==> src/rtl/pipelined_carry_adder.sv <==
// Pipelined add/subtract: the carry chain is cut into STAGES segments with a registered carry
// between them. Operands travel with the transaction (input skew) and the partial sum accumulates
// segment by segment (output deskew), so a whole result leaves the last stage at once.
module pipelined_carry_adder #(
  parameter int unsigned WIDTH  = 32,
  parameter int unsigned STAGES = 4
) (
  input  logic             clk,
  input  logic             rst,
  input  logic             in_valid,
  output logic             in_ready,
  input  logic [WIDTH-1:0] a,
  input  logic [WIDTH-1:0] b,
  input  logic             cin,
  input  logic             sub,
  output logic             out_valid,
  input  logic             out_ready,
  output logic [WIDTH-1:0] s,
  output logic             cout,
  output logic             ovf,
  output logic             zero
);

  if (STAGES < 1 || STAGES > WIDTH || (WIDTH % STAGES) != 0) begin : g_param_check
    $error("pipelined_carry_adder: STAGES must divide WIDTH and lie in 1..WIDTH");
  end

  localparam int unsigned SEG  = WIDTH / STAGES;
  localparam int unsigned SEGW = SEG + 1;
  localparam int unsigned MSB  = WIDTH - 1;
  localparam int unsigned LAST = STAGES - 1;

  logic [STAGES-1:0] vld_q, vld_d;
  logic [STAGES-1:0] c_q, c_d;
  logic [WIDTH-1:0]  a_q   [STAGES];
  logic [WIDTH-1:0]  a_d   [STAGES];
  logic [WIDTH-1:0]  bp_q  [STAGES];
  logic [WIDTH-1:0]  bp_d  [STAGES];
  logic [WIDTH-1:0]  sum_q [STAGES];
  logic [WIDTH-1:0]  sum_d [STAGES];
  logic              ovf_q, ovf_d;
  logic              zero_q, zero_d;

  // Inputs seen by each stage: stage 0 takes the conditioned ports, stage k the register of k-1.
  logic [STAGES-1:0] st_v;
  logic [STAGES-1:0] st_c;
  logic [WIDTH-1:0]  st_a   [STAGES];
  logic [WIDTH-1:0]  st_bp  [STAGES];
  logic [WIDTH-1:0]  st_sum [STAGES];

  logic stall;

  assign stall    = vld_q[LAST] && !out_ready;
  assign in_ready = !stall;

  always_comb begin
    st_v      = '0;
    st_c      = '0;
    st_a[0]   = a;
    st_bp[0]  = sub ? ~b : b;
    st_sum[0] = '0;
    st_v[0]   = in_valid;
    // Subtraction is a + ~b + ~cin, so the borrow-in becomes an inverted carry-in.
    st_c[0]   = cin ^ sub;
    for (int k = 1; k < STAGES; k++) begin
      st_v[k]   = vld_q[k-1];
      st_c[k]   = c_q[k-1];
      st_a[k]   = a_q[k-1];
      st_bp[k]  = bp_q[k-1];
      st_sum[k] = sum_q[k-1];
    end
  end

  always_comb begin
    logic [SEG:0] seg;
    seg    = '0;
    vld_d  = vld_q;
    c_d    = c_q;
    a_d    = a_q;
    bp_d   = bp_q;
    sum_d  = sum_q;
    ovf_d  = ovf_q;
    zero_d = zero_q;
    if (!stall) begin
      for (int k = 0; k < STAGES; k++) begin
        vld_d[k] = st_v[k];
        // Bubbles leave the data registers untouched so idle operands never reach the outputs.
        if (st_v[k]) begin
          seg = {1'b0, st_a[k][k*SEG +: SEG]} + {1'b0, st_bp[k][k*SEG +: SEG]}
              + SEGW'(st_c[k]);
          a_d[k]                 = st_a[k];
          bp_d[k]                = st_bp[k];
          sum_d[k]               = st_sum[k];
          sum_d[k][k*SEG +: SEG] = seg[SEG-1:0];
          c_d[k]                 = seg[SEG];
        end
      end
      if (st_v[LAST]) begin
        ovf_d  = (st_a[LAST][MSB] == st_bp[LAST][MSB]) && (sum_d[LAST][MSB] != st_a[LAST][MSB]);
        zero_d = (sum_d[LAST] == '0);
      end
    end
  end

  always_ff @(posedge clk) begin
    if (rst) begin
      vld_q  <= '0;
      c_q    <= '0;
      a_q    <= '{default: '0};
      bp_q   <= '{default: '0};
      sum_q  <= '{default: '0};
      ovf_q  <= 1'b0;
      zero_q <= 1'b0;
    end else begin
      vld_q  <= vld_d;
      c_q    <= c_d;
      a_q    <= a_d;
      bp_q   <= bp_d;
      sum_q  <= sum_d;
      ovf_q  <= ovf_d;
      zero_q <= zero_d;
    end
  end

  assign out_valid = vld_q[LAST];
  assign s         = sum_q[LAST];
  assign cout      = c_q[LAST];
  assign ovf       = ovf_q;
  assign zero      = zero_q;

endmodule

==> config.mk <==
export PLATFORM = sky130hd
export DESIGN_NAME = pipelined_carry_adder
export DESIGN_NICKNAME = d
export VERILOG_FILES = /design/src/rtl/pipelined_carry_adder.sv
export SDC_FILE = /design/constraint.sdc
export NUM_CORES = 1
export LEC_CHECK = 0
export ABC_CLOCK_PERIOD_IN_PS = 2900
export BUFFER_PORTS_ARGS = -buffer_cell sky130_fd_sc_hd__buf_2
export CAP_MARGIN = 20
export CORE_MARGIN = 8
export CORE_UTILIZATION = 52
export DETAILED_ROUTE_END_ITERATION = 7
export PLACE_DENSITY = 0.87
export SLEW_MARGIN = 20
export SYNTH_ARGS = -nofsm -noshare
export SYNTH_HDL_FRONTEND = slang
export SYNTH_SLANG_ARGS = --single-unit
==> constraint.sdc <==
create_clock -name clk -period 2.9 [get_ports clk]
set_clock_uncertainty 0.15 [all_clocks]
set_input_delay 0.29 -clock clk [delete_from_list [all_inputs] [get_ports clk]]
set_output_delay 0.29 -clock clk [all_outputs]
set_load 0.05 [all_outputs]
Word level (Yosys, flattened, before mapping)
Index checks and enable logic that the tools add are counted.
- register bits after elaboration: 282
- output and inout port bits: 37
- add/subtract/negate cells: 8
- equal/unequal tests: 2
- multiplexer cells: 3
- bitwise operators: 3
- reduce and logical (&&, ||, !) cells: 9
- operators by type and width (operator ; number):
    two-way mux 32 bit ; 3
    adder 8 x 8 -> 9 bit ; 4
    adder 9 x 1 -> 9 bit ; 4
    zero test 32 bit ; 1
    inverter 32 bit ; 1
    AND reduction 2 bit ; 4
    logical AND 1 bit ; 2
    zero test 1 bit ; 2
    == test 1 bit ; 1
    inequality test 1 bit ; 1
    inverter 1 bit ; 1
    XOR 1 bit ; 1

Logic depth before layout (Yosys ltp)
Gate-level depths: netlist (run 1).
- word-level depth: 6
- gate-level depth with buffers: 11
- depth with buffers taken out: 10

Worst setup path before layout (run 1)
No wires, ideal clock.
- path kind: input -> register
- start: input port sub
- end: register c_q[0]
- setup time: 76 ps
- arrival time: 2497 ps
- slack: 178 ps
- cell stages on the path: 11
- buffers on the path: 2
- path through: clkbuf_1 -> buf_2 -> xnor2_1 -> fa_1 -> fa_1 -> nor2b_1 -> o21ai_0 -> a21boi_0 -> o21a_1 -> o22ai_1 -> o22ai_1
- longest elaborated chain between the ends: 3
- ends and longest elaborated chain (element ; RTL line ; source):
    start, declared ; 15 ; input logic sub,
    two-way mux 32 bit ; 60 ; st_bp[0] = sub ? ~b : b;
    adder 8 x 8 -> 9 bit ; 89 ; seg = {1'b0, st_a[k][k*SEG +: SEG]} + {1'b0, st_bp[k][k*SEG +: SEG]}
    adder 9 x 1 -> 9 bit * ; 90 ; + SEGW'(st_c[k]);
    end signal, assigned ; 108 ; c_q <= '0;
    end signal, assigned ; 116 ; c_q <= c_d;
    end, declared ; 34 ; logic [STAGES-1:0] c_q, c_d;
Every way passes the cells marked *; elsewhere a longest branch is shown, timed or not.
A chain may end at the register's enable or synchronous reset.

Worst setup path after layout (run 1)
- start: register a_q[56] in the netlist's numbering
- end: register zero_q, in the netlist zero
- longest elaborated chain between the ends: 5
- ends and longest elaborated chain (element ; RTL line ; source):
    start, declared ; 35 ; logic [WIDTH-1:0] a_q [STAGES];
    start signal, assigned ; 109 ; a_q <= '{default: '0};
    start signal, assigned ; 117 ; a_q <= a_d;
    adder 8 x 8 -> 9 bit ; 89 ;
    adder 9 x 1 -> 9 bit ; 90 ;
    two-way mux 32 bit ; 88 ; if (st_v[k]) begin
    two-way mux 32 bit ; 84 ; if (!stall) begin
    zero test 32 bit ; 100 ; zero_d = (sum_d[LAST] == '0);
    end signal, assigned ; 121 ; zero_q <= zero_d;
    end, declared ; 42 ; logic zero_q, zero_d;
No other way between the ends. The select of a mux whose other input is x is not followed.

==> impl_metrics.toml, run 1 <==
[outcome]
status = "finished, final reports clean"

[pwr]
p_leak_uw = 0.003793
peakVddDrop_v = 0.0004087
p_per_area_mw_per_mm2 = 604.9

[yosys]
syn_inst = 982
avgSynthCellArea_um2 = 8.110
yosysSeqAreaShare = 0.4676
ys.flop_type = "dfxtp_1"
syn_nets = 1088
synth_edf_count = 0
synth_cell_types = 44
yosys.area.top_type = "dfxtp_1"
synthTopCellsByArea = "dfxtp_1 47%, nand2_1 13%, a21oi_1 9.5%"
synth-seq-cells = 186
async_flop_share = 0
ys_warn_count = 0
synth_top_area_share = 0.4676
synth.cell_area_mm2 = 0.007964

[sta]
period_minus_slack_ns = 2.706
finalHoldViolations = 0
period_share = 0.9331
tightest_slew_ns = 0.8518
timing.setup.tns_ns = 0
relSlewSlack = 0.4321
fin_hold_ws_ns = 0.007458
slew_viol_final = 0
worst_slack_ns = 0.1939
rsz0062_at_grt = "no"
setup_viol = 0
max_clock_freq_ghz = 0.3695

[grt]
grt_overflow = 0
grt_pass1_wl_mm = 32.22
use_met3 = 0.05575
grt_start_max_net_pins = 125
busiest_layer = "met2"
grtUsageMet2 = 0.3362
grtUsageMet1 = 0.2388
grtUsageTotal = 0.1993
grt_antenna_before_repair = 0
grt_pass1_vias = 6615

[worst_setup_path]
path_buf_inv = 1
cp.arrival_ns = 2.92
cp_num_cells = 9
crit_required_ns = 3.11
setup.worst_path.end = "zero"
cp_top_family = "simple AND/OR/NAND/NOR gates"
crit_slowest_cell = "fa_1"
r2r_setup_slack_ns = 0.19
cp_common_cell = "fa_1"
path_cells = "fa_1 > inv_1 > fa_1 > nor4b_4 > nand4_1 > nor4_2 > nand4b_1 > or4b_1 > a21oi_1"
r2r_cells = 9
cp_max_fo = 2
critPathLaunchType = "flip-flop"
slowest_delay_ns = 0.52
critPathLaunch = "a_q[56]"
endpoint_kind = "flip-flop"
crit_type = "reg2reg"
r2r-end = "zero"
r2r-start = "a_q[56]"

[routing]
drc_errors = 0
vias = 6985
first_pass_iters = 5
antenna_left = 0
postRouteWirelength_mm = 19.51
wl_per_cell_um = 15.14
vias_per_cell = 5.419
drt_iter0_drc = 619

[final_layout]
utilization = 0.6347
diodes = 0
drive_above_1_share = 0.1453
nets = 1194
area_growth_pct = 20.25

[clock_tree]
clockBufferDepth = 2
ctsRootBufferMaster = "clkbuf_16"
clk_latency_ns = 0.43
clock_sinks = 186
cts_tree = "yes"
path_clk_slew_ns = 0.07
cts_inserted_buffers = 17
post-cts-setup-buffers = 0
htree_levels = 4

[placement]
dp_hpwl_mm = 13.25
place_ws_ns = 0.1167
port_buffers = 106
gp_congestion = 0.8662

[floorplan]
pin_count = 107
row_count = 45
start_util = 0.5278
die_w_um = 139.8
die_y_um = 139.8
dieArea_mm2 = 0.01953
core_area_mm2 = 0.01509

[job]
drv_cap = 0

[min_path]
hp-class = "in2reg"
-- registers in the layout (all words and copies together), names as in the netlist --
signal / cells
ovf: 1
s: 32
a_q: 48
vld_q: 4
st_sum: 48
zero: 1
c_q: 4
bp_q: 48
-- cells in the mapped netlist, drive strengths merged, types with 7 or more instances --
cell type and number:
a211oi 33, o211ai 8, a21oi 151, nor2 55, clkbuf 60, inv 23, o21ai 7, fa 8
xor2 12, nand3b 15, nand2 282, xnor2 38, nor3 13, ha 28, dfxtp 186
-- worst reg2reg max path: stages, from the launching register on --
cell and delay [ns]:
dfxtp_1 0.37, fa_1 0.21, inv_1 0.06, fa_1 0.52
nor4b_4 0.20, nand4_1 0.14, nor4_2 0.24, nand4b_1 0.11
or4b_1 0.50, a21oi_1 0.14
-- worst min path at each step --
stage | start | endpoint | slack (ns) | cells past startpoint
after floorplan | a[8] | a_q[104] | 0.28 | 2
after detailed placement | s[2] | s[2] | 0.29 | 2
final | b[18] | bp_q[114] | 0.007 | 3
after global placement | st_sum[34] | st_sum[2] | 0.29 | 2
after global routing | b[19] | bp_q[115] | 0.01 | 3
after CTS | b[18] | bp_q[114] | 0.0002 | 3
-- layout make-up --
cell class	instances	area (µm²)
inverters	23	86.33
well taps	188	235.2
fillers	1198	5513
flip-flops and latches	186	3724
clock buffers	20	466.7
multi-input cells	708	3925
clock inverters	12	180.2
repair buffers	152	959.7
-- placed cells by master (no fill, tap or decap), drive strengths merged, types with 2 or more instances in the layout --
cell / synthesis / layout
a21o: 6 / 6
inv: 23 / 27
dlygate4sd3: 0 / 31
clkinvlp: 0 / 2
clkinv: 0 / 2
fa: 8 / 8
xor2: 12 / 12
o21a: 2 / 2
or3: 5 / 5
o21ai: 7 / 7
o21bai: 2 / 2
buf: 5 / 121
and2: 6 / 6
o31a: 2 / 2
o22ai: 5 / 5
nor4: 6 / 6
nand3b: 15 / 15
a211oi: 33 / 33
xnor2: 38 / 38
a21oi: 151 / 151
dfxtp: 186 / 186
bufinv: 0 / 4
o211ai: 8 / 8
nand3: 5 / 5
nor3: 13 / 13
nor2b: 3 / 3
nor2: 55 / 55
clkbuf: 60 / 20
ha: 28 / 28
nand2: 282 / 282
o31ai: 3 / 3
-- power breakdown --
part | total, µW | switching (µW) | internal (µW) | leakage (µW)
logic | 573 | 327 | 247 | 0.00196
clock network | 2500 | 984 | 1520 | 0.000314
registers | 2720 | 63.6 | 2650 | 0.00151
-- through the flow --
step	area (µm²)	power, µW	cells
floorplan	7964	3139	982
global placement	8605	3277	1226
detailed placement	8605	3298	1226
CTS	9562	5803	1289
global route	9577	5992	1289
finish	9577	5793	1289
-- cells by family after synthesis --
logic type / after synthesis / share of synthesized area
AOI/OAI and AO/OA: 223 / 0.1606
xor gates and xnor gates: 50 / 0.05499
adders and majority gates: 36 / 0.06410
buffers and inverters: 88 / 0.04163
DFF: 186 / 0.4676
muxes: 1 / 0.001257
and+or+nand+nor: 398 / 0.2099
-- routing by layer --
layer / up-vias / wire length, µm
li1: 3491 / -
met1: 3258 / 8505
met2: 201 / 9485
met3: 35 / 1110
met4: 0 / 411
met5: - / 0
-- what timing repair did --
item                       in CTS  in global routing
setup endpoints to repair       0                  1
hold endpoints to repair       31                  0
hold buffers                   31                  0
gates resized for setup         0                  2
Power figures use the tool's default switching activity.
==> run 2: changes to the inputs <==
--- a/config.mk
+++ b/config.mk
@@ -5,7 +5,7 @@
 export SDC_FILE = /design/constraint.sdc
 export NUM_CORES = 1
 export LEC_CHECK = 0
-export ABC_CLOCK_PERIOD_IN_PS = 2900
+export ABC_CLOCK_PERIOD_IN_PS = 2300
 export BUFFER_PORTS_ARGS = -buffer_cell sky130_fd_sc_hd__buf_2
 export CAP_MARGIN = 20
 export CORE_MARGIN = 8
==> constraint.sdc (replaced) <==
create_clock -name clk -period 2.3 [get_ports clk]
set_clock_uncertainty 0.15 [all_clocks]
set_input_delay 0.23 -clock clk [delete_from_list [all_inputs] [get_ports clk]]
set_output_delay 0.23 -clock clk [all_outputs]
set_load 0.05 [all_outputs]
==> impl_metrics.toml, run 2 (synthesis gave the netlist of run 1 again) <==
[sta]
relSlewSlack = 0.5403
finalHoldViolations = 0
fin_hold_ws_ns = 0.02276
setup_viol = 1
period_share = 1.100
timing.setup.tns_ns = -0.2289
max_clock_freq_ghz = 0.3954
tightest_slew_ns = 0.6896
slew_viol_final = 0
period_minus_slack_ns = 2.529
rsz0062_at_grt = "yes"
worst_slack_ns = -0.2289

[floorplan]
dieArea_mm2 = 0.01953
die_y_um = 139.8
die_w_um = 139.8
start_util = 0.5278
core_area_mm2 = 0.01509
row_count = 45
pin_count = 107

[routing]
postRouteWirelength_mm = 19.47
antenna_left = 0
wl_per_cell_um = 14.74
vias = 7101
vias_per_cell = 5.375
drt_iter0_drc = 595
first_pass_iters = 6
drc_errors = 0

[final_layout]
area_growth_pct = 24.27
drive_above_1_share = 0.1703
most-common-layout-cells = "282 x nand2_1, 183 x dfxtp_1, 147 x a21oi_1, 105 x buf_2, 55 x nor2_1"
layout_commonest_cell = "nand2_1"
nets = 1226
stdcell_count = 1321
diodes = 0

[clock_tree]
clockBufferDepth = 2
path_clk_slew_ns = 0.06
cts_tree = "yes"
ctsRootBufferMaster = "clkbuf_16"
cts_inserted_buffers = 17
clk_latency_ns = 0.43
clock_sinks = 186
htree_levels = 4

[placement]
port_buffers = 106
gp_congestion = 0.8576
dp_hpwl_mm = 12.88
dp_cells = 1240

[worst_setup_path]
path_cells = "fa_2 > inv_2 > fa_1 > nor4b_4 > nand4_1 > nor4_2 > nand4b_1 > or4b_1 > a21oi_1"
crit_required_ns = 2.51
crit_slowest_cell = "fa_1"
cp_top_family = "simple AND/OR/NAND/NOR gates"
cp.arrival_ns = 2.74
path_buf_inv = 1
crit_type = "reg2reg"
critPathLaunchType = "flip-flop"
cp_max_fo = 2
slowest_delay_ns = 0.50
endpoint_kind = "flip-flop"

[pwr]
p_leak_uw = 0.003914
p_per_area_mw_per_mm2 = 718.5
p_total_uw = 7111
peakVddDrop_v = 0.0005961

[grt]
grt_start_max_net_pins = 73
grt_antenna_before_repair = 0
grt_pass1_vias = 6859
grt_overflow = 0
grtUsageTotal = 0.2024
grt_pass1_wl_mm = 32.90

[min_path]
hp-class = "in2reg"

[outcome]
status = "complete, but fails checks"
violations = "negative setup slack"

[job]
drv_cap = 0
## run 2: repair_timing
action                                 4_1_cts  5_1_grt
endpoints found under the hold margin       51        0
setup endpoints to repair                    3        4
hold buffers                                48        0
pin swaps                                    0        3
resized for setup                            3       11
buffers inserted                             0        1
## run 2: routing by layer
metal / global-route usage / up-vias / part of all wire
li1: - / 3542 / -
met1: 0.2660 / 3252 / 0.47
met2: 0.3054 / 259 / 0.44
met3: 0.05062 / 48 / 0.065
met4: 0.09657 / 0 / 0.029
met5: 0 / - / 0
## run 2: worst min-delay path, delay by kind of cell
family / cells / cell delay (ns)
buffers and inverters: 1 / 0.09
AOI/OAI and AO/OA: 1 / 0.08
xor gates and xnor gates: 1 / 0.15
## run 2: where the power goes
part	leakage (µW)	internal, µW	switching, µW
Clock	0.000278	1640	1270
Sequential	0.00152	3340	79.2
Combinational	0.00212	356	430
## run 2: area by class of cell
cell class,instances,area [µm²]
fill,1187,5192
multi-input combinational,708,3986
sequential,186,3727
timing repair buffer,184,1276
clock buffer,19,442.9
tap,188,235.2
clock inverter,13,142.6
inverter,23,86.33
## run 2: stage by stage
step / utilization / cell area, µm² / setup WS [ns]
2_1_floorplan: - / 8035 / -0.04003
3_3_place_gp: 0.5818 / 8778 / -0.1419
3_5_place_dp: 0.5818 / 8778 / -0.1963
4_1_cts: 0.6531 / 9854 / -0.2136
5_1_grt: 0.6559 / 9897 / -0.3724
6_report: 0.6559 / 9897 / -0.2289
## run 2: worst paths after layout
kind / depth (start not counted) / slack (ns) / end / start
setup / recovery: 9 / -0.23 / zero / c_q[2]
hold / removal: 3 / 0.02 / bp_q[115] / b[19]
setup reg to reg: 9 / -0.23 / zero / c_q[2]
hold reg to reg: 2 / 0.30 / a_q[87] / a_q[119]
